### src/rtl/irq_controller.sv
// Interrupt controller: synchronised edge capture, per-source masking, fixed
// priority selection and a single-level INT_ACK/RETI handshake with the core.
module irq_controller #(
    parameter int         NUM_IRQ  = 4,
    parameter logic [6:0] VEC_BASE = 7'h70
) (
    input  logic               CLK,
    input  logic               RST,
    input  logic [NUM_IRQ-1:0] IRQ,
    input  logic               MASK_WE,
    input  logic [NUM_IRQ-1:0] MASK_DATA,
    input  logic               GIE_SET,
    input  logic               GIE_CLR,
    input  logic               INT_ACK,
    input  logic               RETI,
    output logic               IF,
    output logic [6:0]         VECTOR,
    output logic [NUM_IRQ-1:0] PENDING,
    output logic               IN_SERVICE
);
    localparam int IDX_W = (NUM_IRQ > 1) ? $clog2(NUM_IRQ) : 1;

    typedef enum logic [1:0] {
        ST_IDLE,
        ST_REQ,
        ST_SERVICE
    } state_t;

    state_t state, state_d;

    logic [NUM_IRQ-1:0] sync1, sync2, sync2_d;
    logic [NUM_IRQ-1:0] rise, mask, mask_d, eligible, clr, pending_d;
    logic [IDX_W-1:0]   sel, req_idx, req_idx_d;
    logic               any_eligible, gie, gie_d, if_d, in_service_d;
    logic [6:0]         vector_d;

    assign rise         = sync2 & ~sync2_d;
    assign mask_d       = MASK_WE ? MASK_DATA : mask;
    assign eligible     = PENDING & ~mask;
    assign any_eligible = |eligible;
    assign pending_d    = (PENDING & ~clr) | rise;

    // Descending scan so the lowest eligible index is the one left standing.
    always_comb begin
        sel = '0;
        for (int i = NUM_IRQ - 1; i >= 0; i--) begin
            if (eligible[i]) sel = IDX_W'(i);
        end
    end

    // NOTE: every signal written here gets a default first, so no path leaves
    // it unassigned and no latch is inferred.
    always_comb begin
        state_d      = state;
        if_d         = IF;
        vector_d     = VECTOR;
        in_service_d = IN_SERVICE;
        req_idx_d    = req_idx;
        clr          = '0;
        gie_d        = GIE_CLR ? 1'b0 : (GIE_SET ? 1'b1 : gie);

        case (state)
            ST_IDLE: begin
                if (gie && any_eligible) begin
                    if_d      = 1'b1;
                    vector_d  = VEC_BASE + 7'(sel);
                    req_idx_d = sel;
                    state_d   = ST_REQ;
                end
            end
            ST_REQ: begin
                if (INT_ACK) begin
                    clr[req_idx] = 1'b1;
                    gie_d        = 1'b0;
                    if_d         = 1'b0;
                    in_service_d = 1'b1;
                    state_d      = ST_SERVICE;
                end else if (!gie_d || mask_d[req_idx]) begin
                    // Withdraw on the same edge that disables or masks the source.
                    if_d    = 1'b0;
                    state_d = ST_IDLE;
                end
            end
            ST_SERVICE: begin
                if (RETI) begin
                    gie_d        = 1'b1;
                    in_service_d = 1'b0;
                    state_d      = ST_IDLE;
                end
            end
            default: state_d = ST_IDLE;
        endcase
    end

    // NOTE: non-blocking assignments for all registered state, so every flop
    // samples the values from before this edge regardless of statement order.
    always_ff @(posedge CLK) begin
        if (RST) begin
            state      <= ST_IDLE;
            sync1      <= '0;
            sync2      <= '0;
            sync2_d    <= '0;
            mask       <= '1;
            gie        <= 1'b0;
            req_idx    <= '0;
            IF         <= 1'b0;
            VECTOR     <= 7'h00;
            PENDING    <= '0;
            IN_SERVICE <= 1'b0;
        end else begin
            state      <= state_d;
            sync1      <= IRQ;
            sync2      <= sync1;
            sync2_d    <= sync2;
            mask       <= mask_d;
            gie        <= gie_d;
            req_idx    <= req_idx_d;
            IF         <= if_d;
            VECTOR     <= vector_d;
            PENDING    <= pending_d;
            IN_SERVICE <= in_service_d;
        end
    end

endmodule

### config.mk
export PLATFORM = sky130hd
export DESIGN_NAME = irq_controller
export DESIGN_NICKNAME = d
export VERILOG_FILES = /design/src/rtl/irq_controller.sv
export SDC_FILE = /design/constraint.sdc
export NUM_CORES = 1
export LEC_CHECK = 0
export ABC_AREA = 1
export BUFFER_PORTS_ARGS = -buffer_cell sky130_fd_sc_hd__buf_2
export CAP_MARGIN = 25
export CORE_MARGIN = 8
export CORE_UTILIZATION = 52
export CTS_BUF_LIST = sky130_fd_sc_hd__clkbuf_16
export CTS_CLUSTER_SIZE = 28
export DETAILED_ROUTE_END_ITERATION = 12
export HOLD_SLACK_MARGIN = 0.08
export PLACE_DENSITY = 0.88
export SLEW_MARGIN = 25
export SYNTH_ARGS = -nofsm -noshare
export SYNTH_HDL_FRONTEND = slang
export SYNTH_SLANG_ARGS = --single-unit
### constraint.sdc
create_clock -name CLK -period 1.8 [get_ports CLK]
set_clock_uncertainty 0.05 [all_clocks]
set_input_delay 0.36 -clock CLK [delete_from_list [all_inputs] [get_ports CLK]]
set_output_delay 0.36 -clock CLK [all_outputs]
set_load 0.1 [all_outputs]
==> run_results.csv <==
group,metric,value,unit
clocking,worstSkewPairLatency,260,ps
logic_synthesis,syn_area,0.001235,mm2
grt,grt.total_usage,0.1210,
logic_synthesis,synth_sequential_area_ratio,0.4539,
die,boundaryPins,28,
detailed_routing,avgViaCountPerCell,4.701,
power_and_ir_drop,power.density,1193,mW/mm2
die,placement_rows,17,
job,max_cap_violations,0,
clocking,cts_root_buffer,"clkbuf_16",
critical_path,path_class,"flip-flop to flip-flop",
power_and_ir_drop,power.leakage,0.7545,nW
critical_path,critPathCaptureType,"flip-flop",
detailed_routing,wirelength,2.406,mm
detailed_routing,detail_route.first_pass.iterations,5,
clocking,clock_sinks,28,
grt,antenna_found_initial,0,
clocking,path_clk_slew,60,ps
placed_design,dp.final_hpwl,1.880,mm
finish,num-fill-cells,223,
critical_path,worst-path-max-fanout,4,
critical_path,worst_r2r_path_depth,11,
finish,design.final.nets,212,
logic_synthesis,synthesis.yosys.warnings,0,
sta,setup_viol,0,
sta,timing.final.hold_violations,0,
sta,clock.fmax,627.2,MHz
grt,grt_start_max_net_pins,19,
grt,grt_first_pass_wirelength,4.188,mm
detailed_routing,post-route-drc-count,0,
logic_synthesis,post_synth_num_cell_types,28,
finish,area_growth,17.53,%
finish,area.sequential,566.8,um2
detailed_routing,routed-via-count,1039,
finish,drive_gt1_frac,0.2642,
logic_synthesis,yosys_register_bits,28,
clocking,tritoncts,"yes",
die,core_area,0.002233,mm2
clocking,maximum_level_of_the_cts_h_tree,1,
die,dieHeight,64.73,um
critical_path,timing.critical_path.arrival,1700,ps
finish,multiInputGateArea,518.0,um2
detailed_routing,post_drt_wl_per_cell,10.89,um
power_and_ir_drop,report.power.total,0.001732,W
die,chipWidth,64.73,um
finish,count_of_antenna_diodes_in_the_layout,0,
die,initial_utilization,0.5529,
clocking,cts.path.max_buffers,2,
placed_design,place.port_buffers,25,
sta,fin_crit,1594,ps
clocking,cts.repair_timing.setup_buffer_count,0,
worst_hold_path,hp-class,"primary input to flip-flop",
sta,setup-tns-final,0,ps
grt,grt.overflow.total,0,
sta,grt_setup_unrepaired,"no",
worst_hold_path,whs_path_depth,3,
run_status,status,"complete, no violations",
logic_synthesis,synthesis.instances,168,
critical_path,worstPathRequired,1900,ps
sta,slew_limit_fails,0,
detailed_routing,detail_route.iter0.violations,69,
logic_synthesis,syn_area_per_cell,7.351,um2
detailed_routing,antenna_left,0,
grt,vias_in_the_first_global_route,981,
power_and_ir_drop,worst_ir_drop_vdd,1.257,mV
clocking,cts_bufs_inserted,3,
critical_path,crit_path_start_kind,"flip-flop",
sta,period_share,0.8857,
die,die-area,0.004190,mm2
placed_design,place.gp.congestion,0.8543,
==> metal layers <==
metal,track usage,part of all wire
met4,0.03815,0.0037
met2,0.2062,0.49
met5,0,0
met1,0.1339,0.45
met3,0.04983,0.054
==> synth_stat cells <==
cell type  number  area (um2)
nand4_1         2       12.51
clkinv_1        1       3.750
buf_6           1       11.26
a21boi_0        1       7.510
clkbuf_1        1       3.750
nand3_1         5       25.02
dfxtp_1        28       560.5
inv_1          30       112.6
o21a_1          1       7.510
nand2_1        30       112.6
o211ai_1        2       15.01
ha_1            3       37.54
nor2_4          1       11.26
a31oi_1         1       6.260
a21oi_2         1       8.760
conb_1          1       3.750
nand3_2         1       10.01
buf_4           4       30.03
inv_2           1       3.750
o21ai_2         1       8.760
o22ai_1         1       6.260
or2_2           2       12.51
o21bai_1        1       7.510
o21ai_0         7       35.03
nor2_1         27       101.4
nand2_2         4       25.02
a21oi_1         6       30.03
nor2_2          4       25.02
==> logic make-up (layout without fill, tap and decap cells) <==
family,after synthesis,after routing,share of synthesized area
other,1,2,0.003037
AND/OR/NAND/NOR,76,76,0.2715
flip-flops,28,28,0.4539
adder cells (fa/ha/maj),3,3,0.03040
buffers and inverters,38,62,0.1337
AO/OA/AOI/OAI,22,22,0.1074
==> where the power goes <==
part / internal, W / switching [W] / leakage [nW]
Clock: 0.000297 / 0.000194 / 0.0385
Sequential: 0.000681 / 0.0000411 / 0.232
Combinational: 0.000144 / 0.000374 / 0.483
==> flip-flops by register name (all words and copies together), names as in the netlist <==
register,count
mask,4
sync2_d,4
gie,1
sync1,4
PENDING,4
req_idx,1
VECTOR,2
IN_SERVICE,1
IF,1
state,2
sync2,4
==> final timing paths <==
path            start        to  slack [ps]
max          state[1]  state[1]         210
min            IRQ[2]  sync1[2]         250
max reg2reg  state[1]  state[1]         210
min reg2reg  sync1[3]  sync2[3]         350
==> area by class of cell <==
| cell class | instances | area share |
|---|---|---|
| clock buffers | 3 | 0.05172 |
| clock inverters | 1 | 0.002586 |
| inverters | 32 | 0.08276 |
| multi-input cells | 103 | 0.3569 |
| flip-flops and latches | 28 | 0.3905 |
| well taps | 28 | 0.02414 |
| repair buffers | 26 | 0.09138 |
==> metrics by stage <==
stage               area (um2)  utilization  hold slack, ps  setup WS (ps)  std cells
finish                    1451       0.6499           249.0          205.7        221
floorplan                 1245            -           338.3          15.11        169
detailed placement        1368       0.6123           343.5          222.1        217
global route              1451       0.6499           251.4          39.08        221
global placement          1368       0.6123           339.0          241.6        217
CTS                       1446       0.6476           249.6          154.7        221
==> placed cells by master (no fill, tap or decap) <==
master,n
nand4_1,2
ha_1,2
a21oi_2,1
inv_1,30
nor2_2,5
nand3_2,1
a21oi_1,6
nand3_1,5
o211ai_1,2
o21ai_0,7
o21a_1,1
dfxtp_1,23
o21bai_1,1
o21ai_2,1
a31oi_1,1
nand2_2,4
nor2_1,26
o22ai_1,1
dfxtp_2,5
conb_1,2
buf_2,25
clkinv_1,2
a21boi_0,1
nand2_1,30
clkbuf_16,3
ha_2,1
buf_4,1
nor2_4,1
or2_2,2
inv_2,1
==> worst max-delay path, cell delays in order (launching register included) <==
cell     delay, ps
dfxtp_1        330
inv_1          100
ha_2           210
inv_1           50
nor2_2         120
inv_1           80
nor2_2         130
nand3_1         90
nor2_1          90
nor2_1          70
nor2_1         110
nor2_2          50
==> repair_timing <==
| action | CTS | global route |
|---|---|---|
| gates resized for setup | 0 | 2 |
| hold buffers | 0 | 0 |
| endpoints found under the setup margin | 0 | 2 |
| endpoints found under the hold margin | 0 | 0 |
Note: power is estimated with default switching activity, not from simulation.
